### config.mk
export PLATFORM = sky130hd
export DESIGN_NAME = bcd_count_ctrl_flat
export DESIGN_NICKNAME = d
export VERILOG_FILES = /design/src/rtl/bcd_count_ctrl_pkg.sv /design/src/rtl/bcd_count_ctrl_if.sv /design/src/rtl/bcd_count_ctrl_digit.sv /design/src/rtl/bcd_count_ctrl.sv /design/src/flat_wrapper.sv
export SDC_FILE = /design/constraint.sdc
export NUM_CORES = 1
export LEC_CHECK = 0
export CORE_MARGIN = 10
export CORE_UTILIZATION = 35
export DETAILED_ROUTE_END_ITERATION = 7
export PLACE_DENSITY = 0.67
export RECOVER_POWER = 100
export SLEW_MARGIN = 15
export SYNTH_ARGS = -nofsm -noshare
export SYNTH_HDL_FRONTEND = slang
export SYNTH_SLANG_ARGS = --single-unit
### constraint.sdc
create_clock -name CLK -period 2.2 [get_ports CLK]
set_input_delay 0.44 -clock CLK [delete_from_list [all_inputs] [get_ports CLK]]
set_output_delay 0.44 -clock CLK [all_outputs]
set_load 0.03 [all_outputs]
### src/rtl/bcd_count_ctrl_pkg.sv
// Shared definitions for the BCD run controller: the FSM state encoding,
// the digit width and the single-digit BCD increment helper.
package bcd_ctrl_pkg;

  localparam int DIGIT_W = 4;
  localparam logic [DIGIT_W-1:0] BCD_MAX = 4'd9;

  typedef enum logic [1:0] {
    ST_IDLE  = 2'd0,
    ST_RUN   = 2'd1,
    ST_PAUSE = 2'd2,
    ST_DONE  = 2'd3
  } state_t;

  // One BCD digit step: 9 rolls over to 0, everything else adds one.
  function automatic logic [DIGIT_W-1:0] bcd_digit_inc(input logic [DIGIT_W-1:0] d);
    return (d == BCD_MAX) ? '0 : d + 4'd1;
  endfunction

endpackage

### src/rtl/bcd_count_ctrl_if.sv
// Front-panel / display bus of the BCD run controller.
// Optional macro BCD_CTRL_LAP_EN adds the LAP strobe and LAP_COUNT snapshot.
interface bcd_count_ctrl_if #(
  parameter int NDIG = 2
);
  logic              START;
  logic              STOP;
  logic              CLEAR;
  logic [4*NDIG-1:0] LIMIT;
  logic [4*NDIG-1:0] COUNT;
  logic              BUSY;
  logic              DONE;
  logic              WRAP;
`ifdef BCD_CTRL_LAP_EN
  logic              LAP;
  logic [4*NDIG-1:0] LAP_COUNT;

  modport master (output START, STOP, CLEAR, LIMIT, LAP,
                  input  COUNT, BUSY, DONE, WRAP, LAP_COUNT);
  modport slave  (input  START, STOP, CLEAR, LIMIT, LAP,
                  output COUNT, BUSY, DONE, WRAP, LAP_COUNT);
`else
  modport master (output START, STOP, CLEAR, LIMIT,
                  input  COUNT, BUSY, DONE, WRAP);
  modport slave  (input  START, STOP, CLEAR, LIMIT,
                  output COUNT, BUSY, DONE, WRAP);
`endif
endinterface

### src/rtl/bcd_count_ctrl_digit.sv
// One decade of the cascaded BCD counter. CO asserts when this digit is
// enabled while at 9, i.e. when the next digit up must advance.
module bcd_digit
  import bcd_ctrl_pkg::*;
(
  input  logic               CLK,
  input  logic               RESET,
  input  logic               CLR,
  input  logic               EN,
  output logic [DIGIT_W-1:0] Q,
  output logic               CO
);

  // Digit register: cleared by reset or CLEAR, otherwise steps on enable.
  always_ff @(posedge CLK) begin
    if (RESET || CLR) begin
      Q <= '0;
    end else if (EN) begin
      Q <= bcd_digit_inc(Q);
    end
  end

  assign CO = EN && (Q == BCD_MAX);

endmodule

### src/rtl/bcd_count_ctrl.sv
// Run controller for an NDIG-digit BCD stopwatch/timer counter.
// IDLE/RUN/PAUSE/DONE sequencing, CLK prescaler, digit carry chain,
// programmable terminal limit (0 = free-run) and wrap pulse.
// Optional macro BCD_CTRL_LAP_EN adds a lap snapshot register.
module bcd_count_ctrl
  import bcd_ctrl_pkg::*;
#(
  parameter int NDIG     = 2,
  parameter int PRESCALE = 4
)(
  input  logic            CLK,
  input  logic            RESET,
  bcd_count_ctrl_if.slave bus
);

  localparam int CW   = DIGIT_W * NDIG;
  localparam int PS_W = (PRESCALE > 1) ? $clog2(PRESCALE) : 1;

  state_t          state;
  logic [PS_W-1:0] ps;
  logic            ps_last;
  logic            tick;
  logic            busy_r;
  logic            done_r;
  logic            wrap_r;
  logic [CW-1:0]   cnt;
  logic [CW-1:0]   cnt_nxt;
  logic [NDIG:0]   en;
  logic            limit_hit;

  assign ps_last = (ps == PS_W'(PRESCALE - 1));
  // STOP or CLEAR in the same cycle swallow the tick.
  assign tick    = (state == ST_RUN) && ps_last && !bus.STOP && !bus.CLEAR;
  assign en[0]   = tick;

  // Carry chain: each digit advances when every lower digit is rolling over.
  for (genvar k = 0; k < NDIG; k++) begin : g_digit
    bcd_digit u_digit (
      .CLK   (CLK),
      .RESET (RESET),
      .CLR   (bus.CLEAR),
      .EN    (en[k]),
      .Q     (cnt[k*DIGIT_W +: DIGIT_W]),
      .CO    (en[k+1])
    );
    assign cnt_nxt[k*DIGIT_W +: DIGIT_W] = en[k] ? bcd_digit_inc(cnt[k*DIGIT_W +: DIGIT_W])
                                                 : cnt[k*DIGIT_W +: DIGIT_W];
  end

  // cnt_nxt is always valid BCD, so a LIMIT with a nibble above 9 never matches.
  assign limit_hit = (bus.LIMIT != '0) && (cnt_nxt == bus.LIMIT);

  // Control FSM with prescaler and registered status outputs.
  always_ff @(posedge CLK) begin
    if (RESET) begin
      state  <= ST_IDLE;
      ps     <= '0;
      busy_r <= 1'b0;
      done_r <= 1'b0;
      wrap_r <= 1'b0;
    end else begin
      wrap_r <= en[NDIG];
      if (bus.CLEAR) begin
        state  <= ST_IDLE;
        ps     <= '0;
        busy_r <= 1'b0;
        done_r <= 1'b0;
        wrap_r <= 1'b0;
      end else begin
        case (state)
          ST_IDLE, ST_PAUSE: begin
            if (bus.START && !bus.STOP) begin
              state  <= ST_RUN;
              busy_r <= 1'b1;
            end
          end
          ST_RUN: begin
            if (bus.STOP) begin
              state  <= ST_PAUSE;
              busy_r <= 1'b0;
            end else if (ps_last) begin
              ps <= '0;
              if (limit_hit) begin
                state  <= ST_DONE;
                busy_r <= 1'b0;
                done_r <= 1'b1;
              end
            end else begin
              ps <= ps + PS_W'(1);
            end
          end
          ST_DONE: begin
            state <= ST_DONE;
          end
          default: begin
            state  <= ST_IDLE;
            busy_r <= 1'b0;
            done_r <= 1'b0;
          end
        endcase
      end
    end
  end

  assign bus.COUNT = cnt;
  assign bus.BUSY  = busy_r;
  assign bus.DONE  = done_r;
  assign bus.WRAP  = wrap_r;

`ifdef BCD_CTRL_LAP_EN
  logic [CW-1:0] lap_r;

  // Lap snapshot of the pre-increment count, only while RUN or PAUSE.
  always_ff @(posedge CLK) begin
    if (RESET || bus.CLEAR) begin
      lap_r <= '0;
    end else if (bus.LAP && (state == ST_RUN || state == ST_PAUSE)) begin
      lap_r <= cnt;
    end
  end

  assign bus.LAP_COUNT = lap_r;
`endif

endmodule

### src/flat_wrapper.sv
// flat-port wrapper written by rule: the top's interface ports become plain ports
module bcd_count_ctrl_flat import bcd_ctrl_pkg::*;
#(
  parameter int NDIG     = 2,
  parameter int PRESCALE = 4
)
  (CLK, RESET, bus_START, bus_STOP, bus_CLEAR, bus_LIMIT, bus_COUNT, bus_BUSY, bus_DONE, bus_WRAP);
  bcd_count_ctrl_if #(.NDIG(NDIG)) bus_i ();
  input  logic CLK;
  input  logic RESET;
  input wire logic [$bits(bus_i.START)-1:0] bus_START;
  input wire logic [$bits(bus_i.STOP)-1:0] bus_STOP;
  input wire logic [$bits(bus_i.CLEAR)-1:0] bus_CLEAR;
  input wire logic [$bits(bus_i.LIMIT)-1:0] bus_LIMIT;
  output wire logic [$bits(bus_i.COUNT)-1:0] bus_COUNT;
  output wire logic [$bits(bus_i.BUSY)-1:0] bus_BUSY;
  output wire logic [$bits(bus_i.DONE)-1:0] bus_DONE;
  output wire logic [$bits(bus_i.WRAP)-1:0] bus_WRAP;
  assign bus_i.START = bus_START;
  assign bus_i.STOP = bus_STOP;
  assign bus_i.CLEAR = bus_CLEAR;
  assign bus_i.LIMIT = bus_LIMIT;
  assign bus_COUNT = bus_i.COUNT;
  assign bus_BUSY = bus_i.BUSY;
  assign bus_DONE = bus_i.DONE;
  assign bus_WRAP = bus_i.WRAP;
  bcd_count_ctrl #(.NDIG(NDIG), .PRESCALE(PRESCALE)) u_core (.CLK(CLK), .RESET(RESET), .bus(bus_i));
endmodule
Yosys cells after proc, flatten, opt, wreduce, memory -nomap -nowiden --
Cells that the tools add are included.
Word-level totals: logic and storage cells 55, register bits after elaboration 15, input port bits 13, output and inout port bits 11
Cells by class: bitwise operators 1, multiplexer cells 15, add/subtract/negate cells 3, reductions and logical operators 19, eq/ne operators 10
Operators with widths (number):
- 4-bit 2-to-1 mux | 4
- 2-bit 2-to-1 mux | 5
- 4-bit by 1-bit adder with 4-bit output, second input constant | 2
- 4-bit equality test, second input constant | 2
- 8-bit equality test | 1
- 4-bit AND reduction | 2
- 8-bit nonzero test | 1
- 1-bit logical AND | 7
- 2-bit equality test, second input constant | 3
- 3-bit by 2-bit != test with 1-bit output, second input constant | 2
- 2-bit case mux with 3 select lines | 1
- 1-bit 2-to-1 mux | 4
- 2-bit OR reduction | 2
- 3-bit AND reduction | 1
- 2-bit by 1-bit adder with 2-bit output, second input constant | 1
- 2-bit by 1-bit equality test with 1-bit output, second input constant | 1
- 1-bit zero test | 2
- 2-bit zero test | 1
- 2-bit by 1-bit != test with 1-bit output, second input constant | 1
- 1-bit case mux with 2 select lines | 1
- 2-bit AND reduction | 1
- 2-bit nonzero test | 1
- 1-bit logical OR | 1
- 1-bit inverter | 1

Longest topological paths before layout --
depth after elaboration 12, mapped depth 10, depth with buffers taken out 9

Modules after synthesis --
A second synthesis with hierarchy kept.
Second synthesis, totals: cells, all modules 131, area total of the unflattened synthesis 1081.0 µm²
Modules (own cells, without submodules):
- bcd_count_ctrl | seq. area each 140.1 µm², times used 1, cells an instance 91, area an instance 695.7 µm²
- bcd_digit | seq. area each 80.1 µm², times used 2, cells an instance 20, area an instance 192.7 µm²

Worst setup path after synthesis --
No wires, ideal clock.
kind flip-flop to flip-flop, start point register u_core.g_digit[0].u_digit.Q[1], end point register u_core.busy_r, in the netlist u_core.bus.BUSY, cell stages (with the launch flop) 11, data required time 2.067 ns, setup time 0.133 ns, data arrival time 2.181 ns, slack -0.114 ns, path through dfxtp_1 > inv_1 > ha_1 > and3b_1 > clkbuf_1 > nand3_4 > mux2i_1 > xor2_1 > nand4_1 > nor4_2 > o22ai_1
Between the ends: longest elaborated chain between the ends 7, elaborated cells on any way between the ends 10, those cells by class add/sub (1); eq/ne (3); mux (3); reduce/logical (3)
RTL lines:
- from (decl) | RTL line bcd_count_ctrl_digit.sv:10 | output logic [DIGIT_W-1:0] Q,
- from (signal assigned) | RTL line bcd_count_ctrl_digit.sv:19 | Q <= bcd_digit_inc(Q);
- 4-bit by 1-bit adder with 4-bit output or 4-bit equality test (tied branches) | RTL line bcd_count_ctrl_pkg.sv:17, bcd_count_ctrl_digit.sv:23
- 4-bit 2-to-1 mux or 1-bit logical AND (tied branches) | RTL line bcd_count_ctrl_pkg.sv:17, bcd_count_ctrl_digit.sv:23
- 4-bit 2-to-1 mux | RTL line bcd_count_ctrl.sv:46 | assign cnt_nxt[k*DIGIT_W +: DIGIT_W] = en[k] ? bcd_digit_inc(cnt[k*DIGIT_W +: DIGIT_W])
- 8-bit equality test (*) | RTL line bcd_count_ctrl.sv:51 | assign limit_hit = (bus.LIMIT != '0) && (cnt_nxt == bus.LIMIT);
- 1-bit logical AND (*) | RTL line bcd_count_ctrl.sv:51
- 3-bit by 2-bit != test with 1-bit output (no line) (*)
- 4-bit AND reduction (no line) (*)
- to (signal assigned) | RTL line bcd_count_ctrl.sv:58 | busy_r <= 1'b0;
- to (signal assigned) | RTL line bcd_count_ctrl.sv:66 | busy_r <= 1'b0;
- to (signal assigned) | RTL line bcd_count_ctrl.sv:74 | busy_r <= 1'b1;
- to (decl) | RTL line bcd_count_ctrl.sv:23 | logic busy_r;
Every way passes the cells marked *; elsewhere a longest branch is shown, timed or not. A chain may end at the register's enable or synchronous reset.

Worst setup path after layout --
start point input bus_STOP, end point register u_core.busy_r, in the netlist u_core.bus.BUSY
Between the ends: longest elaborated chain between the ends 9, elaborated cells on any way between the ends 15, those cells by class eq/ne (4); mux (4); reduce/logical (7)
RTL lines:
- from (decl) | RTL line flat_wrapper.sv:12 | input wire logic [$bits(bus_i.STOP)-1:0] bus_STOP;
- 1-bit zero test | RTL line bcd_count_ctrl.sv:33, bcd_count_ctrl.sv:72
- 1-bit logical AND (2 in a row) | RTL line bcd_count_ctrl.sv:33 | assign tick = (state == ST_RUN) && ps_last && !bus.STOP && !bus.CLEAR;
- 1-bit logical AND | RTL line bcd_count_ctrl_digit.sv:23 | assign CO = EN && (Q == BCD_MAX);
- 4-bit 2-to-1 mux | RTL line bcd_count_ctrl.sv:46
- 8-bit equality test | RTL line bcd_count_ctrl.sv:51
- 1-bit logical AND | RTL line bcd_count_ctrl.sv:51
- 3-bit by 2-bit != test with 1-bit output (no line)
- 4-bit AND reduction (no line)
Parallel ways exist; a longest one is shown, timed or not.

==> results.py <==
metrics = {
    "grt": {
        "grt_max_degree": 14,
        "grt_first_pass_wirelength_um": 4890,
        "grt_pass1_vias": 1081,
        "antenna_found_initial": 0,
        "gr-total-overflow": 0,
        "globalRouteTotalUtil_pct": 11.3,
    },
    "synth": {
        "synth_fa_ha_area_share_pct": 6.52,
        "synth-simple-area-share_pct": 33.5,
        "synthDistinctLibCells": 33,
        "async_reset_ff_share_pct": 0,
        "synth.net_count": 137,
        "synth_enable_flop_cells": 0,
        "yosysWarningCount": 0,
        "ys_seq_elements": 15,
        "synth_top_family_by_area": "simple AND/OR/NAND/NOR gates",
        "ys.flop_type": "dfxtp_1",
        "synth_top_cells_by_count": "nor2_1 (22), dfxtp_1 (15), a21oi_1 (11)",
        "yosysTopAreaCellShare_pct": 31.3,
        "muxShareOfSynthArea_pct": 6.78,
        "avgSynthCellArea_um2": 8.06,
        "synth_cells": 119,
        "synth-compound-area-share_pct": 13.2,
        "seq_area_frac_synth_pct": 31.3,
        "synth_xor_area_share_pct": 6.39,
        "synth.area.top_cells": "dfxtp_1 (31%), nor2_1 (8.6%), ha_1 (6.5%)",
        "syn-cell-area_um2": 960,
        "synth_most_common_cell": "nor2_1",
        "synth_area_leader_cell": "dfxtp_1",
    },
    "place": {
        "gp_congestion": 0.875,
        "hpwlAfterDp_um": 2200,
        "port_buffers": 23,
    },
    "worst_setup_path": {
        "start_kind": "input port",
        "cp_max_fo": 5,
        "worstSetupPathType": "in -> reg",
        "cp-end-kind": "flop",
        "worstPathRequired_ns": 2.37,
        "worstPathArrival_ns": 2.24,
    },
    "drt": {
        "drcViolationCount": 0,
        "wirelength_um": 2800,
        "drt-initial-drc-count": 43,
        "wl_per_cell_um": 14.5,
        "vias": 1018,
        "firstDrtPassIters": 4,
        "via_per_inst": 5.27,
        "route.antenna.remaining_nets": 0,
    },
    "power": {
        "p_leak_uw": 0.000590,
        "max-vdd-ir-drop_mv": 0.402,
        "total_power_uw": 497,
        "powerDensity_nw_per_um2": 342,
    },
    "timing": {
        "slew_viol_final": 0,
        "hold_slack_ns": 0.471,
        "tns_ns": 0,
        "finalSetupViolCount": 0,
        "hold_violations": 0,
        "post-route-min-period_ns": 2.07,
        "rsz0062_at_grt": "no",
        "finClkSkew_ns": 0.00160,
        "slew_headroom_pct": 78.4,
        "tightest_slew_ns": 0.322,
        "timing.fmax_mhz": 482,
        "timing.final.crit_share_pct": 94.2,
    },
    "final_layout": {
        "final_layout_size_suffix_gt1_share_pct": 25.8,
        "multi_input_area_um2": 697,
        "seq_area_um2": 304,
        "nets": 182,
        "antennaDiodeCount": 0,
        "n_fill_cell": 231,
        "area_growth_pct": 51.6,
    },
    "clock_tree": {
        "clock_latency_ns": 0.29,
        "cts.sinks": 15,
        "cts_buffers": 3,
        "root_buffer": "clkbuf_4",
        "clock_path_buffers": 2,
        "path_clk_slew_ns": 0.08,
        "cts_tree": "done",
        "ctsHoldBuffers": 0,
        "htreeDepth": 1,
    },
    "floorplanning": {
        "rows": 18,
        "fp.coreArea_um2": 2540,
        "die_w_um": 72.4,
        "die_area_um2": 5240,
        "initial_core_util_pct": 37.7,
        "pin_count": 24,
        "die_y_um": 72.4,
    },
    "run": {
        "cap_viol_max_count": 0,
    },
    "hold_path": {
        "hp-class": "reg -> reg",
    },
    "run_status": {
        "outcome": "complete, no violations",
    },
}
-- kinds of logic after synthesis --
kind of cell    after synthesis
compound gates               21
mux                           6
simple gates                 59
flops                        15
buf+inv                       6
fa+ha+maj                     5
xor+xnor                      7
-- per-stage QoR --
stage               util, %  area [um^2]  setup WS, ns  std cells
floorplan                 -          962        0.0178        119
global placement       53.5         1360        -0.398        188
detailed placement     53.5         1360        -0.560        188
CTS                    56.1         1430        0.0231        192
global route           57.2         1460        0.0345        193
finish                 57.2         1460         0.127        193
-- registers in the layout, indices dropped and copies added, names as in the netlist --
register and cells:
u_core.state 2, u_core.bus.BUSY 1, u_core.ps 2, u_core.g_digit.u_digit.Q 8
u_core.bus.WRAP 1, u_core.bus.DONE 1
-- worst max-delay path, cell delays in order --
cell and delay (ns):
clkdlybuf4s15_1 0.23, nor4b_4 0.28, buf_4 0.19, buf_4 0.13, and4_4 0.24, xnor2_1 0.12
o22a_1 0.16, o21ai_2 0.07, nor4_4 0.27, o22ai_1 0.11
-- metal layers --
| layer | wire length, um | track usage, % | up-vias |
|---|---|---|---|
| met3 | 162 | 4.08 | 4 |
| met2 | 1520 | 21.3 | 28 |
| met1 | 1090 | 11.6 | 470 |
| met5 | 0 | 0 | - |
| met4 | 19 | 1.94 | 0 |
| li1 | - | - | 516 |
-- power by group --
| group | leakage (uW) | switching, uW | internal (uW) |
|---|---|---|---|
| combinational | 0.000452 | 31.1 | 32.8 |
| clock | 0.0000150 | 88.0 | 70.6 |
| sequential | 0.000123 | 2.05 | 273 |
| total | 0.000590 | 121 | 376 |
-- final timing paths --
kind	startpoint	to	slack [ns]	cells past startpoint
worst max-delay path	bus_STOP	u_core.bus.BUSY	0.13	10
worst min-delay path	u_core.ps[1]	u_core.ps[1]	0.47	2
worst max register to register	u_core.state[0]	u_core.bus.BUSY	0.14	9
worst min register to register	u_core.ps[1]	u_core.ps[1]	0.47	2
-- area by class of cell --
cell class              count  area share (%)
inverters                   3           0.774
repair buffers             43            26.1
well taps                  30            2.58
clock buffers               4            1.81
flip-flops and latches     15            20.9
multi-input cells          98            47.9
-- cells in the final DEF (no fill, tap or decap), types with 3 or more instances in the layout --
| cell type | Yosys | layout |
|---|---|---|
| nand3_1 | 8 | 8 |
| a21oi_1 | 11 | 11 |
| inv_1 | 3 | 3 |
| dlygate4sd3_1 | 0 | 12 |
| nor3_1 | 3 | 3 |
| nor2_1 | 22 | 21 |
| xnor2_1 | 3 | 3 |
| dfxtp_1 | 15 | 12 |
| clkdlybuf4s50_1 | 0 | 9 |
| clkbuf_4 | 0 | 6 |
| dfxtp_2 | 0 | 3 |
| nand2_1 | 9 | 9 |
| xor2_1 | 4 | 4 |
| buf_4 | 0 | 17 |
| ha_1 | 5 | 3 |
-- what timing repair did --
item	in CTS	in global routing
buffers inserted	0	1
setup endpoints to repair	3	3
pin swaps	3	7
endpoints found under the hold margin	0	0
resized for setup	10	9
(Power assumes the default switching activity.)
